==> config.mk <==
export PLATFORM = sky130hd
export DESIGN_NAME = uart_tx_fifo
export DESIGN_NICKNAME = d
export VERILOG_FILES = /design/src/rtl/uart_tx_fifo.sv
export SDC_FILE = /design/constraint.sdc
export NUM_CORES = 1
export LEC_CHECK = 0
export CORE_ASPECT_RATIO = 0.5
export CORE_MARGIN = 5
export CORE_UTILIZATION = 50
export CTS_CLUSTER_DIAMETER = 80
export DETAILED_ROUTE_END_ITERATION = 16
export PLACE_DENSITY = 0.78
export SLEW_MARGIN = 15
export SYNTH_ARGS = -nofsm -noshare
export SYNTH_HDL_FRONTEND = slang
export SYNTH_SLANG_ARGS = --single-unit
==> constraint.sdc <==
create_clock -name clk -period 3.13 [get_ports clk]
set_input_delay 0.939 -clock clk [delete_from_list [all_inputs] [get_ports clk]]
set_output_delay 0.939 -clock clk [all_outputs]
set_load 0.02 [all_outputs]
==> src/rtl/uart_tx_fifo.sv <==
// UART transmitter fed by a small FIFO.
// Frames: start, LSB-first data, optional parity, 1 or 2 stop bits.
module uart_tx_fifo #(
    parameter int BAUD_DIV   = 1250,
    parameter int DATA_BITS  = 8,
    parameter int PARITY     = 0,
    parameter int STOP_BITS  = 1,
    parameter int FIFO_DEPTH = 4
) (
    input  logic                        clk,
    input  logic                        rst,
    input  logic [DATA_BITS-1:0]        din,
    input  logic                        din_valid,
    output logic                        din_ready,
    output logic                        tx,
    output logic                        busy,
    output logic [$clog2(FIFO_DEPTH):0] fifo_count,
    output logic                        tx_done
);

    localparam int PW = $clog2(FIFO_DEPTH);
    localparam int CW = PW + 1;

    localparam logic [15:0] LAST_BAUD = 16'(BAUD_DIV - 1);
    localparam logic [3:0]  LAST_DB   = 4'(DATA_BITS - 1);
    localparam logic [3:0]  LAST_SB   = 4'(STOP_BITS - 1);
    localparam logic [CW-1:0] FULL    = CW'(FIFO_DEPTH);
    localparam logic        ODD       = (PARITY == 1);
    localparam logic        HAS_PAR   = (PARITY != 0);

    typedef enum logic [2:0] {
        S_IDLE,
        S_START,
        S_DATA,
        S_PARITY,
        S_STOP
    } state_t;

    // FIFO storage and bookkeeping
    logic [DATA_BITS-1:0] mem [FIFO_DEPTH];
    logic [PW-1:0]        wr_ptr_q;
    logic [PW-1:0]        rd_ptr_q;
    logic [CW-1:0]        count_q;
    logic                 ready_q;
    logic                 wr_en;
    logic                 pop;
    logic                 empty;

    // Transmitter state
    state_t               state_q, state_d;
    logic [15:0]          cnt_q, cnt_d;
    logic [3:0]           bit_q, bit_d;
    logic [DATA_BITS-1:0] sh_q, sh_d;
    logic                 par_q, par_d;
    logic                 tx_q, tx_d;
    logic                 done_q, done_d;
    logic                 baud_end;
    logic [DATA_BITS-1:0] head;

    assign empty      = (count_q == '0);
    assign din_ready  = ready_q && (count_q != FULL);
    assign wr_en      = din_valid && din_ready;
    assign head       = mem[rd_ptr_q];
    assign baud_end   = (cnt_q == LAST_BAUD);

    assign tx         = tx_q;
    assign tx_done    = done_q;
    assign fifo_count = count_q;
    assign busy       = (state_q != S_IDLE) || !empty;

    // Write port: store accepted characters at the write pointer
    always_ff @(posedge clk) begin
        if (wr_en) begin
            mem[wr_ptr_q] <= din;
        end
    end

    // Ready is held low in reset and comes up on the first edge after it
    always_ff @(posedge clk or negedge rst) begin
        if (!rst) begin
            ready_q <= 1'b0;
        end else begin
            ready_q <= 1'b1;
        end
    end

    // Pointers wrap naturally; count tracks pushes minus pops
    always_ff @(posedge clk or negedge rst) begin
        if (!rst) begin
            wr_ptr_q <= '0;
            rd_ptr_q <= '0;
            count_q  <= '0;
        end else begin
            if (wr_en) begin
                wr_ptr_q <= wr_ptr_q + PW'(1);
            end
            if (pop) begin
                rd_ptr_q <= rd_ptr_q + PW'(1);
            end
            unique case ({wr_en, pop})
                2'b10:   count_q <= count_q + CW'(1);
                2'b01:   count_q <= count_q - CW'(1);
                default: count_q <= count_q;
            endcase
        end
    end

    // Next-state logic: bit timing, shifting and the registered tx level
    always_comb begin
        state_d = state_q;
        cnt_d   = cnt_q;
        bit_d   = bit_q;
        sh_d    = sh_q;
        par_d   = par_q;
        tx_d    = tx_q;
        done_d  = 1'b0;
        pop     = 1'b0;

        if (state_q != S_IDLE) begin
            cnt_d = baud_end ? 16'd0 : cnt_q + 16'd1;
        end

        unique case (state_q)
            S_IDLE: begin
                cnt_d = 16'd0;
                tx_d  = 1'b1;
                if (!empty) begin
                    pop     = 1'b1;
                    sh_d    = head;
                    par_d   = (^head) ^ ODD;
                    state_d = S_START;
                    tx_d    = 1'b0;
                end
            end
            S_START: begin
                if (baud_end) begin
                    state_d = S_DATA;
                    bit_d   = 4'd0;
                    tx_d    = sh_q[0];
                end
            end
            S_DATA: begin
                if (baud_end) begin
                    if (bit_q == LAST_DB) begin
                        bit_d = 4'd0;
                        if (HAS_PAR) begin
                            state_d = S_PARITY;
                            tx_d    = par_q;
                        end else begin
                            state_d = S_STOP;
                            tx_d    = 1'b1;
                        end
                    end else begin
                        bit_d = bit_q + 4'd1;
                        sh_d  = sh_q >> 1;
                        tx_d  = sh_q[1];
                    end
                end
            end
            S_PARITY: begin
                if (baud_end) begin
                    state_d = S_STOP;
                    bit_d   = 4'd0;
                    tx_d    = 1'b1;
                end
            end
            S_STOP: begin
                if (baud_end) begin
                    if (bit_q == LAST_SB) begin
                        done_d = 1'b1;
                        bit_d  = 4'd0;
                        if (!empty) begin
                            pop     = 1'b1;
                            sh_d    = head;
                            par_d   = (^head) ^ ODD;
                            state_d = S_START;
                            tx_d    = 1'b0;
                        end else begin
                            state_d = S_IDLE;
                            tx_d    = 1'b1;
                        end
                    end else begin
                        bit_d = bit_q + 4'd1;
                    end
                end
            end
            default: begin
                state_d = S_IDLE;
                cnt_d   = 16'd0;
                bit_d   = 4'd0;
                tx_d    = 1'b1;
            end
        endcase
    end

    // Transmitter registers; reset aborts any frame with the line high
    always_ff @(posedge clk or negedge rst) begin
        if (!rst) begin
            state_q <= S_IDLE;
            cnt_q   <= 16'd0;
            bit_q   <= 4'd0;
            sh_q    <= '0;
            par_q   <= 1'b0;
            tx_q    <= 1'b1;
            done_q  <= 1'b0;
        end else begin
            state_q <= state_d;
            cnt_q   <= cnt_d;
            bit_q   <= bit_d;
            sh_q    <= sh_d;
            par_q   <= par_d;
            tx_q    <= tx_d;
            done_q  <= done_d;
        end
    end

endmodule
==> results of run 1 <==
[routing by layer]
metal  wire, um  up-vias
met2       2780       46
met5          0        -
li1           -      983
met4        103        0
met3        232        9
met1       2680     1014
[registers in the layout, indices dropped and copies added (netlist names)]
| signal | cells |
|---|---|
| bit_q | 4 |
| cnt_q | 16 |
| fifo_count | 3 |
| mem | 32 |
| rd_ptr_q | 2 |
| ready_q | 1 |
| sh_q | 8 |
| state_q | 3 |
| tx | 1 |
| tx_done | 1 |
| wr_ptr_q | 2 |
[cell type report]
class                   count  area [sq um]  area share
clock buffers              11           233      0.0591
multi-input cells         170          1300       0.330
flip-flops and latches     73          1990       0.505
inverters                  13          48.8      0.0124
clock inverters             5          81.3      0.0206
repair buffers             18           173      0.0438
well taps                  92           115      0.0292
[synth_stat cells (2+ instances only)]
cell	number	area share
sky130_fd_sc_hd__o31ai_1	2	0.0044
sky130_fd_sc_hd__ha_1	9	0.033
sky130_fd_sc_hd__nor3_1	7	0.010
sky130_fd_sc_hd__mux4_2	8	0.053
sky130_fd_sc_hd__nand3_1	10	0.015
sky130_fd_sc_hd__xor2_1	13	0.034
sky130_fd_sc_hd__and2_1	3	0.0055
sky130_fd_sc_hd__mux2i_1	8	0.024
sky130_fd_sc_hd__xnor2_1	10	0.026
sky130_fd_sc_hd__nor2_1	28	0.031
sky130_fd_sc_hd__nand4_1	3	0.0055
sky130_fd_sc_hd__inv_1	13	0.014
sky130_fd_sc_hd__nand2_1	16	0.018
sky130_fd_sc_hd__buf_2	6	0.0089
sky130_fd_sc_hd__a31oi_1	3	0.0055
sky130_fd_sc_hd__nand2b_1	3	0.0055
sky130_fd_sc_hd__o21ai_0	9	0.013
sky130_fd_sc_hd__edfxtp_1	32	0.28
sky130_fd_sc_hd__a21oi_2	2	0.0052
sky130_fd_sc_hd__and3_1	6	0.011
sky130_fd_sc_hd__and4bb_2	2	0.0074
sky130_fd_sc_hd__dfrtp_1	40	0.30
sky130_fd_sc_hd__a21oi_1	10	0.015
[how the worst max path moves through the flow]
stage | start | endpoint | cells after the start
floorplan | cnt_q[1] | fifo_count[2] | 12
global placement | din_valid | fifo_count[2] | 9
detailed placement | din_valid | fifo_count[2] | 9
CTS | fifo_count[0] | din_ready | 3
global route | fifo_count[0] | din_ready | 3
finish | state_q[1] | busy | 3
[through the flow]
step | instances | hold slack (ns) | total power, uW | instance area (sq um)
6_report | 382 | 0.515 | 3290 | 3940
5_1_grt | 382 | 0.553 | 3500 | 3940
4_1_cts | 382 | 0.517 | 3320 | 3940
3_5_place_dp | 366 | 0.512 | 2230 | 3620
3_3_place_gp | 366 | 0.498 | 2180 | 3620
2_1_floorplan | 265 | 0.479 | 2010 | 3390
[logic make-up after synthesis]
group / share of synthesized area
compound gates: 0.0635
xor+xnor: 0.0594
fa+ha+maj: 0.0421
buf+inv: 0.0299
flops: 0.587
mux: 0.0768
other cells: 0.00111
simple gates: 0.141
[power by group through the flow]
stage	Clock (uW)	Combinational (uW)	Sequential, uW
after floorplan	0	682	1320
after global placement	0	802	1380
after detailed placement	0	842	1390
after CTS	1090	857	1370
after global routing	1140	951	1410
final	1070	847	1370
[worst register-to-register path, delay by kind of cell (launching register included)]
kind,cells,cell delay (ns)
AO/OA/AOI/OAI,1,0.38
XOR/XNOR,2,0.31
adder cells (fa/ha/maj),3,0.70
buffers and inverters,2,0.13
flip-flops,1,0.40
AND/OR/NAND/NOR,4,0.79
==> impl_metrics.prom, run 1 <==
# TYPE chip_impl_metric gauge
chip_impl_info{name="result_of_the_run",value="finished, final reports clean"} 1
chip_impl_metric{name="cp.required",unit="ns"} 2.19
chip_impl_metric{name="grt_usage",unit=""} 0.159
chip_impl_metric{name="syn_to_final_growth",unit="%"} 16.2
chip_impl_metric{name="use_met3",unit=""} 0.0460
chip_impl_metric{name="gp_congestion",unit=""} 0.813
chip_impl_info{name="cts_tree",value="done"} 1
chip_impl_metric{name="clk_pin_slew",unit="ns"} 0.05
chip_impl_metric{name="synthesis.yosys.warnings",unit=""} 0
chip_impl_metric{name="maxSlewHeadroom",unit=""} 0.407
chip_impl_metric{name="finalSetupViolations",unit=""} 0
chip_impl_metric{name="cp_slowest_stage_delay",unit="ns"} 0.57
chip_impl_info{name="synth_top_flop_cell",value="sky130_fd_sc_hd__dfrtp_1"} 1
chip_impl_info{name="min-delay-path-class",value="reg -> reg"} 1
chip_impl_metric{name="globalRouteOverflowTotal",unit=""} 0
chip_impl_metric{name="cts_resized",unit=""} 0
chip_impl_metric{name="cts_num_sinks",unit=""} 73
chip_impl_metric{name="report.final.hold_viol_count",unit=""} 0
chip_impl_metric{name="worstMarginPinSlew",unit="ns"} 0.889
chip_impl_metric{name="place_worst_setup_slack",unit="ns"} 0.354
chip_impl_metric{name="power.static_leakage",unit="uW"} 0.00152
chip_impl_metric{name="ys_seq_elements",unit=""} 73
chip_impl_metric{name="clockBufferDepth",unit=""} 2
chip_impl_info{name="final_common_cell",value="sky130_fd_sc_hd__dfrtp_1"} 1
chip_impl_metric{name="number_of_global_route_vias_before_repair",unit=""} 2109
chip_impl_metric{name="route.vias.total",unit=""} 2052
chip_impl_info{name="mostFrequentLayoutCells",value="40 x sky130_fd_sc_hd__dfrtp_1, 32 x sky130_fd_sc_hd__edfxtp_1, 28 x sky130_fd_sc_hd__nor2_1"} 1
chip_impl_metric{name="initial_utilization",unit=""} 0.510
chip_impl_metric{name="core_area",unit="sq mm"} 0.00665
chip_impl_metric{name="fin_crit_sh",unit=""} 0.907
chip_impl_metric{name="netlist_instances",unit=""} 265
chip_impl_info{name="start_point_of_the_worst_min_delay_path",value="tx"} 1
chip_impl_metric{name="r2r_setup_slack",unit="ns"} 0.35
chip_impl_metric{name="num-fill-cells",unit=""} 482
chip_impl_info{name="grt_most_used_layer",value="met2"} 1
chip_impl_metric{name="crit_arrival",unit="ns"} 1.90
chip_impl_metric{name="antenna_found_initial",unit=""} 0
chip_impl_metric{name="critPathMaxFanout",unit=""} 10
chip_impl_info{name="critical_path.endpoint_type",value="output port"} 1
chip_impl_info{name="cpLargestDelayFamily",value="buffers and inverters"} 1
chip_impl_metric{name="yosysUniqueCellTypes",unit=""} 45
chip_impl_metric{name="synth_nets",unit=""} 286
chip_impl_metric{name="finalNetCount",unit=""} 306
chip_impl_info{name="worstSetupStartpointType",value="flip-flop"} 1
chip_impl_metric{name="io_pins",unit=""} 18
chip_impl_metric{name="worstSkewPairLatency",unit="ns"} 0.34
chip_impl_info{name="cpMaxStageDelayCell",value="sky130_fd_sc_hd__clkdlybuf4s50_1"} 1
chip_impl_metric{name="power.internal",unit="uW"} 2290
chip_impl_metric{name="grt_max_degree",unit=""} 42
chip_impl_metric{name="first_pass_grt_wire_length",unit="um"} 10300
chip_impl_metric{name="clock-skew-final",unit="ns"} 0.0111
chip_impl_metric{name="post-cts-setup-buffer-count",unit=""} 0
chip_impl_metric{name="antennaDiodeCount",unit=""} 0
chip_impl_metric{name="net-switching-power",unit="uW"} 998
chip_impl_info{name="cts.root.buffer_cell",value="sky130_fd_sc_hd__clkbuf_16"} 1
chip_impl_metric{name="dieWidth",unit="um"} 126
chip_impl_metric{name="hold_buffers",unit=""} 0
chip_impl_info{name="hold_path_end",value="tx"} 1
chip_impl_info{name="cp_cell_sequence",value="nor2_2, nand3_1, clkdlybuf4s50_1"} 1
chip_impl_metric{name="peakVddDrop",unit="mV"} 0.463
chip_impl_metric{name="max_cap_violations",unit=""} 0
chip_impl_metric{name="postLayoutCoreUtil",unit=""} 0.593
chip_impl_metric{name="drt_pass1_iterations",unit=""} 4
chip_impl_info{name="critical_path.reg2reg.startpoint",value="cnt_q[1]"} 1
chip_impl_metric{name="final_worst_path_setup_slack",unit="ns"} 0.291
chip_impl_metric{name="vias_per_cell",unit=""} 5.37
chip_impl_metric{name="ff2ff_path_depth",unit=""} 12
chip_impl_metric{name="combPwrFrac",unit=""} 0.258
chip_impl_metric{name="die-area",unit="sq mm"} 0.00863
chip_impl_metric{name="cts_buffers",unit=""} 9
chip_impl_metric{name="ys_async_sr_fraction",unit=""} 0.562
chip_impl_metric{name="critical_path_buf_inv_count",unit=""} 1
chip_impl_metric{name="layout_min_cycle_time",unit="ns"} 2.84
chip_impl_metric{name="grt_use_met2",unit=""} 0.268
chip_impl_metric{name="cts-htree-levels",unit=""} 3
chip_impl_metric{name="clock_power_share",unit=""} 0.325
chip_impl_metric{name="fin_setup_tns",unit="ns"} 0
chip_impl_metric{name="wl_per_cell",unit="um"} 15.2
chip_impl_metric{name="pwr_density_cell",unit="mW/mm^2"} 834
chip_impl_info{name="rsz_0062_raised_after_global_routing",value="false"} 1
chip_impl_metric{name="report.final.slew_viol_count",unit=""} 0
chip_impl_metric{name="synth_enable_flop_cells",unit=""} 32
chip_impl_metric{name="clock.fmax",unit="MHz"} 352
chip_impl_info{name="crit-reg2reg-capture",value="fifo_count[2]"} 1
chip_impl_metric{name="layout_cell_share_with_drive_strength_beyond_1",unit=""} 0.131
chip_impl_metric{name="synth_area",unit="sq mm"} 0.00339
chip_impl_metric{name="power.share.switching",unit=""} 0.304
chip_impl_metric{name="placement_rows",unit=""} 21
chip_impl_metric{name="relative_contribution_of_sequential_cells_to_total_power",unit=""} 0.417
chip_impl_metric{name="syn-mean-instance-area",unit="sq um"} 12.8
chip_impl_info{name="kind_of_critical_path",value="reg -> out"} 1
chip_impl_metric{name="post-route-drc-count",unit=""} 0
chip_impl_metric{name="final_antenna_net_count",unit=""} 0
chip_impl_metric{name="die_y",unit="um"} 68.2
chip_impl_metric{name="hold_depth",unit=""} 2
chip_impl_metric{name="totalWireLength",unit="um"} 5800
chip_impl_metric{name="place_hpwl",unit="um"} 3800
chip_impl_metric{name="global_route.usage.met1",unit=""} 0.189
chip_impl_metric{name="buffer_ports.inserted",unit=""} 17
chip_impl_metric{name="drtIter0Drc",unit=""} 97
chip_impl_metric{name="ys_seq_area_frac",unit=""} 0.587
(Power assumes the default switching activity.)
==> run 2, diff against run 1 <==
--- a/config.mk
+++ b/config.mk
@@ -6,11 +6,11 @@
 export NUM_CORES = 1
 export LEC_CHECK = 0
 export CORE_ASPECT_RATIO = 0.5
-export CORE_MARGIN = 5
+export CORE_MARGIN = 4
 export CORE_UTILIZATION = 50
 export CTS_CLUSTER_DIAMETER = 80
 export DETAILED_ROUTE_END_ITERATION = 16
-export PLACE_DENSITY = 0.78
+export PLACE_DENSITY = 0.81
 export SLEW_MARGIN = 15
 export SYNTH_ARGS = -nofsm -noshare
 export SYNTH_HDL_FRONTEND = slang
==> constraint.sdc (replaced) <==
create_clock -name clk -period 2.4 [get_ports clk]
set_input_delay 0.72 -clock clk [delete_from_list [all_inputs] [get_ports clk]]
set_output_delay 0.72 -clock clk [all_outputs]
set_load 0.02 [all_outputs]
==> run 2 against run 1 <==
The run now ends with negative setup slack left. Global-route usage increased by 2.2 points. Sequential power increased by 30%. Critical path depth increased by 8. Via count increased by 9.0%. Power increased by 37%. Clock power increased by 29%. Critical endpoint is now fifo_count[2]. Largest cell class unchanged.
==> impl_metrics.prom, run 2 (synthesized netlist as in run 1, its figures left out) <==
# TYPE chip_impl_metric gauge
chip_impl_info{name="critical_path.reg2reg.startpoint",value="bit_q[1]"} 1
chip_impl_metric{name="gp_congestion",unit=""} 0.836
chip_impl_info{name="largest-register",value="mem"} 1
chip_impl_info{name="final_common_cell",value="sky130_fd_sc_hd__dfrtp_1"} 1
chip_impl_metric{name="grt_usage",unit=""} 0.181
chip_impl_metric{name="clk_pin_slew",unit="ns"} 0.06
chip_impl_info{name="violated_checks",value="negative setup slack"} 1
chip_impl_info{name="crit_start",value="bit_q[1]"} 1
chip_impl_metric{name="wl_per_cell",unit="um"} 17.5
chip_impl_metric{name="die-area",unit="sq mm"} 0.00824
chip_impl_metric{name="num-fill-cells",unit=""} 449
chip_impl_metric{name="clockBufferDepth",unit=""} 2
chip_impl_metric{name="final_antenna_net_count",unit=""} 0
chip_impl_metric{name="number_of_global_route_vias_before_repair",unit=""} 2361
chip_impl_metric{name="clock-skew-final",unit="ns"} 0.00693
chip_impl_metric{name="drtIter0Drc",unit=""} 182
chip_impl_info{name="kind_of_critical_path",value="reg -> reg"} 1
chip_impl_info{name="worstSetupStartpointType",value="flip-flop"} 1
chip_impl_metric{name="totalWireLength",unit="um"} 7020
chip_impl_metric{name="peakVddDrop",unit="mV"} 0.565
chip_impl_info{name="cts_tree",value="done"} 1
chip_impl_info{name="mostFrequentLayoutCells",value="40 x sky130_fd_sc_hd__dfrtp_1, 32 x sky130_fd_sc_hd__edfxtp_1, 28 x sky130_fd_sc_hd__nor2_1"} 1
chip_impl_metric{name="final_worst_path_setup_slack",unit="ns"} -0.00256
chip_impl_metric{name="placement_rows",unit=""} 20
chip_impl_metric{name="initial_utilization",unit=""} 0.538
chip_impl_metric{name="layout_min_cycle_time",unit="ns"} 2.40
chip_impl_metric{name="place_hpwl",unit="um"} 4620
chip_impl_metric{name="vias_per_cell",unit=""} 5.56
chip_impl_metric{name="pwr_density_cell",unit="mW/mm^2"} 1080
chip_impl_info{name="min-delay-path-class",value="in -> async"} 1
chip_impl_metric{name="cp.required",unit="ns"} 2.67
chip_impl_metric{name="antennaDiodeCount",unit=""} 0
chip_impl_metric{name="worstMarginPinSlew",unit="ns"} 0.646
chip_impl_info{name="cpMaxStageDelayCell",value="sky130_fd_sc_hd__or3b_4"} 1
chip_impl_info{name="critical_path.endpoint_type",value="flip-flop"} 1
chip_impl_metric{name="dieWidth",unit="um"} 124
chip_impl_metric{name="syn_to_final_growth",unit="%"} 22.8
chip_impl_metric{name="report.final.hold_viol_count",unit=""} 0
chip_impl_metric{name="core_area",unit="sq mm"} 0.00631
chip_impl_metric{name="cts_buffers",unit=""} 9
chip_impl_metric{name="postLayoutCoreUtil",unit=""} 0.660
chip_impl_metric{name="largest_register_ffs",unit=""} 32
chip_impl_info{name="result_of_the_run",value="complete, but fails checks"} 1
chip_impl_metric{name="first_pass_grt_wire_length",unit="um"} 11500
chip_impl_metric{name="report.final.slew_viol_count",unit=""} 0
chip_impl_info{name="rsz_0062_raised_after_global_routing",value="true"} 1
chip_impl_metric{name="critPathMaxFanout",unit=""} 2
chip_impl_metric{name="place_worst_setup_slack",unit="ns"} -0.0689
chip_impl_metric{name="worstSkewPairLatency",unit="ns"} 0.34
chip_impl_metric{name="finalSetupViolations",unit=""} 1
chip_impl_metric{name="post-route-drc-count",unit=""} 0
chip_impl_metric{name="clock.fmax",unit="MHz"} 416
chip_impl_metric{name="fin_setup_tns",unit="ns"} -0.00256
chip_impl_metric{name="route.vias.total",unit=""} 2237
chip_impl_metric{name="fin_crit_sh",unit=""} 1.00
chip_impl_metric{name="buffer_ports.inserted",unit=""} 17
chip_impl_metric{name="cp_slowest_stage_delay",unit="ns"} 0.39
chip_impl_metric{name="layout_cell_share_with_drive_strength_beyond_1",unit=""} 0.232
chip_impl_info{name="cts.root.buffer_cell",value="sky130_fd_sc_hd__clkbuf_16"} 1
chip_impl_metric{name="finalNetCount",unit=""} 330
chip_impl_info{name="top_regs",value="mem x32, cnt_q x16, sh_q x8"} 1
chip_impl_metric{name="power.static_leakage",unit="uW"} 0.00165
chip_impl_metric{name="maxSlewHeadroom",unit=""} 0.570
chip_impl_metric{name="io_pins",unit=""} 18
chip_impl_metric{name="drt_pass1_iterations",unit=""} 4
chip_impl_metric{name="crit_arrival",unit="ns"} 2.67
chip_impl_metric{name="die_y",unit="um"} 66.2
chip_impl_metric{name="cts_num_sinks",unit=""} 73
chip_impl_metric{name="grt_max_degree",unit=""} 22
chip_impl_metric{name="max_cap_violations",unit=""} 0
chip_impl_metric{name="antenna_found_initial",unit=""} 0
chip_impl_metric{name="globalRouteOverflowTotal",unit=""} 0
chip_impl_metric{name="cts-htree-levels",unit=""} 3
chip_impl_info{name="cp_cell_sequence",value="inv_2, ha_4, or3b_4, o21ai_4, and2_4, ha_4, inv_2, fa_2, xor2_1, nor2_1, xor2_1"} 1
[run 2: worst paths after layout]
check                           endpoint  slack, ns  depth (start not counted)
max in group asynchronous    rd_ptr_q[0]       1.54                          2
min in group clk           fifo_count[2]       0.52                          1
min                              ready_q       0.36                          1
min reg2reg                fifo_count[2]       0.52                          1
max reg2reg                fifo_count[2]     -0.003                         11
max                        fifo_count[2]     -0.003                         11
[run 2: area by class of cell]
cell class / instances / area [sq um] / share of cell area
clock inverter: 7 / 83.8 / 0.0201
timing repair buffer: 42 / 363 / 0.0872
multi-input combinational: 170 / 1340 / 0.323
clock buffer: 9 / 225 / 0.0541
inverter: 13 / 48.8 / 0.0117
sequential: 73 / 1990 / 0.478
tap: 88 / 110 / 0.0265
[run 2: metrics by stage]
step | power (uW) | instances | hold WS, ns | instance area (sq um)
after floorplan | 2620 | 265 | 0.424 | 3390
after global placement | 2950 | 385 | 0.502 | 3800
after detailed placement | 3060 | 385 | 0.515 | 3800
after CTS | 4450 | 401 | 0.379 | 4120
after global routing | 4740 | 402 | 0.408 | 4160
final | 4490 | 402 | 0.360 | 4160
[run 2: power breakdown]
group,total [uW],internal (uW),switching (uW),leakage (uW)
Combinational,1320,649,674,0.000686
Sequential,1780,1550,230,0.000814
Clock,1380,824,555,0.000149
Total,4490,3030,1460,0.00165
[run 2: critical path: cells and delay by family, from the launching register on]
kind            cells  cell delay, ns
compound gates      1            0.18
simple gates        3            0.71
buf+inv             2            0.13
flops               1            0.38
fa+ha+maj           3            0.62
xor+xnor            2            0.32
[run 2: routing by layer]
metal / GRT usage / vias up / part of all wire
met5: 0 / - / 0
met2: 0.333 / 51 / 0.53
met4: 0.0601 / 0 / 0.015
met1: 0.207 / 1144 / 0.42
met3: 0.0516 / 12 / 0.037
li1: - / 1030 / -
[run 2: what timing repair did]
action	4_1_cts	5_1_grt
pin swaps	2	6
gates cloned	0	0
endpoints found under the setup margin	3	1
hold buffers	0	0
gates resized for setup	6	8
buffers inserted	0	1
